===== config.mk =====
export PLATFORM = sky130hd
export DESIGN_NAME = pipe_stage_reg
export DESIGN_NICKNAME = d
export VERILOG_FILES = /design/src/rtl/pipe_pkg.sv /design/src/rtl/pipe_stage_reg_register_nbit.sv /design/src/rtl/pipe_stage_reg.sv
export SDC_FILE = /design/constraint.sdc
export NUM_CORES = 1
export LEC_CHECK = 0
export BUFFER_PORTS_ARGS = -buffer_cell sky130_fd_sc_hd__buf_2
export CAP_MARGIN = 10
export CORE_MARGIN = 5
export CORE_UTILIZATION = 38
export DETAILED_ROUTE_END_ITERATION = 8
export GPL_ROUTABILITY_DRIVEN = 0
export PLACE_DENSITY = 0.82
export SLEW_MARGIN = 20
export SYNTH_ARGS = -nofsm -noshare
export SYNTH_HDL_FRONTEND = slang
export SYNTH_SLANG_ARGS = --single-unit

===== constraint.sdc =====
create_clock -name clk -period 1.2 [get_ports clk]
set_clock_uncertainty 0.05 [all_clocks]
set_input_delay 0.06 -clock clk [delete_from_list [all_inputs] [get_ports clk]]
set_output_delay 0.06 -clock clk [all_outputs]
set_load 0.03 [all_outputs]

===== src/rtl/pipe_pkg.sv =====
// pipe_pkg: shared state encoding and count width for pipe_stage_reg
package pipe_pkg;

    localparam int PIPE_CNT_W = 2;

    // Encoded so that the state value equals the number of beats held
    typedef enum logic [PIPE_CNT_W-1:0] {
        EMPTY = 2'd0,
        ONE   = 2'd1,
        TWO   = 2'd2
    } pipe_state_t;

endpackage


===== src/rtl/pipe_stage_reg_register_nbit.sv =====
// register_nbit: WIDTH-bit enabled register with async active-low reset to RESET_VAL
module register_nbit #(
    parameter int                 WIDTH     = 32,
    parameter logic [WIDTH-1:0]   RESET_VAL = '0
) (
    output logic [WIDTH-1:0] q,
    input  logic [WIDTH-1:0] d,
    input  logic             clk,
    input  logic             enable,
    input  logic             reset
);

    // Load d only when enabled, otherwise hold
    always_ff @(posedge clk or negedge reset)
        if (!reset) q <= RESET_VAL;
        else if (enable) q <= d;

endmodule


===== src/rtl/pipe_stage_reg.sv =====
// pipe_stage_reg: valid/ready pipeline register stage.
// Define PIPE_STAGE_SKID_EN for the 2-entry skid version with a registered in_ready;
// without it the stage holds one beat and in_ready is combinational.
import pipe_pkg::*;

module pipe_stage_reg #(
    parameter int                 WIDTH     = 32,
    parameter logic [WIDTH-1:0]   RESET_VAL = '0
) (
    input  logic                  clk,
    input  logic                  reset,
    input  logic                  flush,
    input  logic                  in_valid,
    output logic                  in_ready,
    input  logic [WIDTH-1:0]      in_data,
    output logic                  out_valid,
    input  logic                  out_ready,
    output logic [WIDTH-1:0]      out_data,
    output logic [PIPE_CNT_W-1:0] count
);

    pipe_state_t      state, state_nx;
    logic             accept, emit, main_en;
    logic [WIDTH-1:0] main_d;

    assign out_valid = state != EMPTY;
    assign count     = PIPE_CNT_W'(state);
    assign accept    = in_valid & in_ready;
    assign emit      = out_valid & out_ready;

`ifdef PIPE_STAGE_SKID_EN
    logic             skid_en;
    logic [WIDTH-1:0] skid_q, skid_d;

    assign skid_d = flush ? RESET_VAL : in_data;

    // Next state and register enables; flush overrides every other event
    always_comb begin
        state_nx = state;
        main_en  = 1'b0;
        main_d   = in_data;
        skid_en  = 1'b0;
        if (flush) begin
            state_nx = EMPTY;
            main_en  = 1'b1;
            main_d   = RESET_VAL;
            skid_en  = 1'b1;
        end else begin
            case (state)
                EMPTY: if (accept) begin
                    state_nx = ONE;
                    main_en  = 1'b1;
                end
                ONE: if (accept && emit) begin
                    main_en  = 1'b1;
                end else if (accept) begin
                    state_nx = TWO;
                    skid_en  = 1'b1;
                end else if (emit) begin
                    state_nx = EMPTY;
                end
                TWO: if (emit) begin
                    state_nx = ONE;
                    main_en  = 1'b1;
                    main_d   = skid_q;
                end
                default: state_nx = EMPTY;
            endcase
        end
    end

    // in_ready is registered from the next state so out_ready never reaches it combinationally
    always_ff @(posedge clk or negedge reset)
        if (!reset) in_ready <= 1'b0;
        else in_ready <= state_nx != TWO;

    register_nbit #(.WIDTH(WIDTH), .RESET_VAL(RESET_VAL)) u_skid (
        .q      (skid_q),
        .d      (skid_d),
        .clk    (clk),
        .enable (skid_en),
        .reset  (reset)
    );
`else
    logic alive;

    // Without a skid entry a held beat can only be replaced when it leaves this cycle
    assign in_ready = alive & (~out_valid | out_ready);

    // Next state and register enables; flush overrides every other event
    always_comb begin
        state_nx = state;
        main_en  = 1'b0;
        main_d   = in_data;
        if (flush) begin
            state_nx = EMPTY;
            main_en  = 1'b1;
            main_d   = RESET_VAL;
        end else begin
            case (state)
                EMPTY: if (accept) begin
                    state_nx = ONE;
                    main_en  = 1'b1;
                end
                ONE: if (accept) begin
                    main_en  = 1'b1;
                end else if (emit) begin
                    state_nx = EMPTY;
                end
                default: state_nx = EMPTY;
            endcase
        end
    end

    // Holds in_ready low during reset and until the first edge after release
    always_ff @(posedge clk or negedge reset)
        if (!reset) alive <= 1'b0;
        else alive <= 1'b1;
`endif

    // State register
    always_ff @(posedge clk or negedge reset)
        if (!reset) state <= EMPTY;
        else state <= state_nx;

    register_nbit #(.WIDTH(WIDTH), .RESET_VAL(RESET_VAL)) u_main (
        .q      (out_data),
        .d      (main_d),
        .clk    (clk),
        .enable (main_en),
        .reset  (reset)
    );

endmodule


==> run_results.csv <==
group,metric,value,unit
run_status,status,"finished with violations",
run_status,violations,"hold timing, setup timing",
finish,layout_commonest_cell,"buf_2",
global_route,grt_pass1_wl,5710,µm
power_and_ir_drop,power.leakage,1.15,nW
worst_hold_path,hold_class,"input pin to flop",
floorplan,core,3280,µm²
logic_synthesis,synth_cells,83,
power_and_ir_drop,ir_drop,0.456,mV
power_and_ir_drop,p_clk_share,26.8,%
logic_synthesis,syn_avg_cell_area,15.3,µm²
logic_synthesis,ys_seq_area_share,66.8,%
routing,vias_per_cell,4.77,
floorplan,pin_count,73,
placed_design,portBuffers,71,
power_and_ir_drop,p_comb_share,20.9,%
timing,drv_slew,0,
cts,clock_sinks,34,
timing,setup_viol,33,
cts,clk_pin_slew,0.09,ns
power_and_ir_drop,power,2.35,mW
timing,max_freq,797,MHz
logic_synthesis,yosys.area_share.xor_xnor,0,%
routing,wl,3660,µm
routing,postRouteAntennaNets,0,
run,drv_cap,0,
logic_synthesis,synth_top_family_by_area,"compound AO/OA/AOI/OAI gates",
placed_design,hpwl,2400,µm
floorplan,start_util,38.8,%
timing,fin_tns_setup,-1.05,ns
finish,synthToLayoutAreaGrowth,66.5,%
worst_setup_path,r2r_end,"u_main.q[19]",
power_and_ir_drop,pwr-share-seq,52.4,%
power_and_ir_drop,power.density,1110,nW/µm²
cts,cts_buffers,5,
timing,timing.hold.ws,-0.0000650,ns
worst_setup_path,r2r_setup_slack,-0.05,ns
power_and_ir_drop,switching_share,27.2,%
finish,nets,229,
worst_setup_path,reg2reg_from,"count[0]",
timing,rsz0062_at_grt,"yes",
floorplan,die_w,67.9,µm
power_and_ir_drop,intPower,1.71,mW
logic_synthesis,synth_nets,120,
cts,cts_max_level,2,
global_route,grt-ovfl-total,0,
finish,drive_above_1_share,45.6,%
global_route,grt_pass1_vias,1215,
cts,cts_hold_buf,35,
cts,clk_path_buf_depth,2,
routing,drtIter0Drc,57,
logic_synthesis,mappedNetlistArea,1270,µm²
timing,fin_crit_sh,104,%
worst_setup_path,crit_end,"u_main.q[19]",
worst_setup_path,cp_data_arrival_time,1.41,ns
global_route,grt_max_degree,33,
global_route,grt.total_usage,16.9,%
routing,drt_first_pass_iters,4,
worst_setup_path,worstRegToRegCells,4,
logic_synthesis,muxShareOfSynthArea,0,%
floorplan,rows,21,
cts,cts_tree,"done",
worst_setup_path,worstPathMaxFanout,22,
logic_synthesis,synthSimpleGateAreaFrac,2.65,%
floorplan,die-area,4610,µm²
finish,stdcell_area,2120,µm²
worst_setup_path,cp-end-kind,"flop",
timing,final.min_clock_period,1.25,ns
routing,wl_per_cell,15.3,µm
worst_setup_path,startpoint,"count[0]",
global_route,antenna_found_initial,0,
logic_synthesis,synth_seq_cells,34,
routing,drc_errors,0,
logic_synthesis,synth_compound_area_share,24.1,%
worst_setup_path,crit_type,"flop to flop",
floorplan,dieHeight,67.9,µm
placed_design,placed_area,1680,µm²
worst_setup_path,start_kind,"flop",
routing,vias,1141,
timing,hold_viol,1,
cts,cts_root_buffer,"clkbuf_4",
finish,diodes,0,
finish,mostFrequentLayoutCells,"68 x buf_2, 35 x dlygate4sd3_1, 33 x dfrtp_1",
timing,setup_ws,-0.0540,ns
logic_synthesis,synth_fa_ha_area_share,0,%
power_and_ir_drop,switchingPower,0.639,mW
cts,clk_latency,0.32,ns
logic_synthesis,yosysWarningCount,0,
worst_setup_path,crit_required,1.36,ns
logic_synthesis,ys_types,12,
cell type report:
cell class	instances	area, µm²
Multi-Input combinational cell	40	352
Clock buffer	7	55.1
Timing Repair Buffer	111	800
Sequential cell	34	852
Tap cell	46	57.6
Fill cell	228	1160
Clock inverter	1	5.00
sequential cells by signal, summed over array words and instances, names as in the netlist:
register / flops
count: 1
u_main.q: 32
alive: 1
kinds of logic after synthesis:
logic type / Yosys count
and+or+nand+nor: 4
AOI/OAI and AO/OA: 34
DFF: 34
buffers and inverters: 9
other: 2
worst max-delay path, cell delays in order, from the launching register on:
cell and delay [ns]:
dfrtp_2 0.39, nand2b_4 0.08, and4b_2 0.26, buf_12 0.16, a22o_1 0.20
worst min-delay path by stage:
stage               from           end  slack (ns)  depth (start not counted)
6_report       out_ready      count[0]    -0.00007                          3
5_1_grt        out_ready      count[0]       -0.02                          3
4_1_cts        out_ready      count[0]       -0.02                          3
3_5_place_dp       reset  u_main.q[21]       -0.05                          1
3_3_place_gp       reset  u_main.q[25]       -0.06                          1
2_1_floorplan      reset         alive       -0.29                          0
layer usage:
metal  routed length [µm]  global-route usage (%)  part of all wire (%)  up-vias
li1                     -                       -                     -      528
met1                 1440                    19.4                    39      550
met4                   38                    5.21                   1.0        0
met2                 1880                    30.0                    51       57
met3                  304                    5.42                   8.3        6
met5                    0                       0                     0        -
power groups by stage:
stage	Sequential [mW]	Clock [mW]	Combinational, mW
finish	1.23	0.630	0.491
global route	1.24	0.718	0.526
CTS	1.23	0.655	0.485
detailed placement	1.25	0	0.391
global placement	1.25	0	0.379
floorplan	1.36	0	0.113
cells in the mapped netlist:
cell | n | area share, %
dfrtp_1 | 34 | 67
a22o_1 | 32 | 22
and2_1 | 1 | 0.49
buf_4 | 2 | 1.2
a21oi_1 | 1 | 0.39
nand2_1 | 1 | 0.29
buf_6 | 4 | 3.5
and4b_1 | 1 | 0.79
a31oi_4 | 1 | 1.7
buf_2 | 3 | 1.2
nand2b_4 | 1 | 1.1
conb_1 | 2 | 0.59
what timing repair did:
item	in CTS	in global routing
buffers inserted	1	0
gates resized for setup	2	8
endpoints found under the setup margin	33	35
hold endpoints to repair	67	1
through the flow:
| stage | hold WS (ns) | cells | setup slack, ns | util (%) |
|---|---|---|---|---|
| 6_report | -0.0000650 | 239 | -0.0540 | 64.6 |
| 3_5_place_dp | -0.0496 | 195 | -0.0552 | 51.2 |
| 4_1_cts | -0.0167 | 239 | -0.0507 | 64.1 |
| 2_1_floorplan | -0.286 | 83 | -0.125 | - |
| 5_1_grt | -0.0163 | 239 | -0.0886 | 64.6 |
| 3_3_place_gp | -0.0647 | 195 | 0.0103 | 51.2 |
Power figures use the tool's default switching activity.
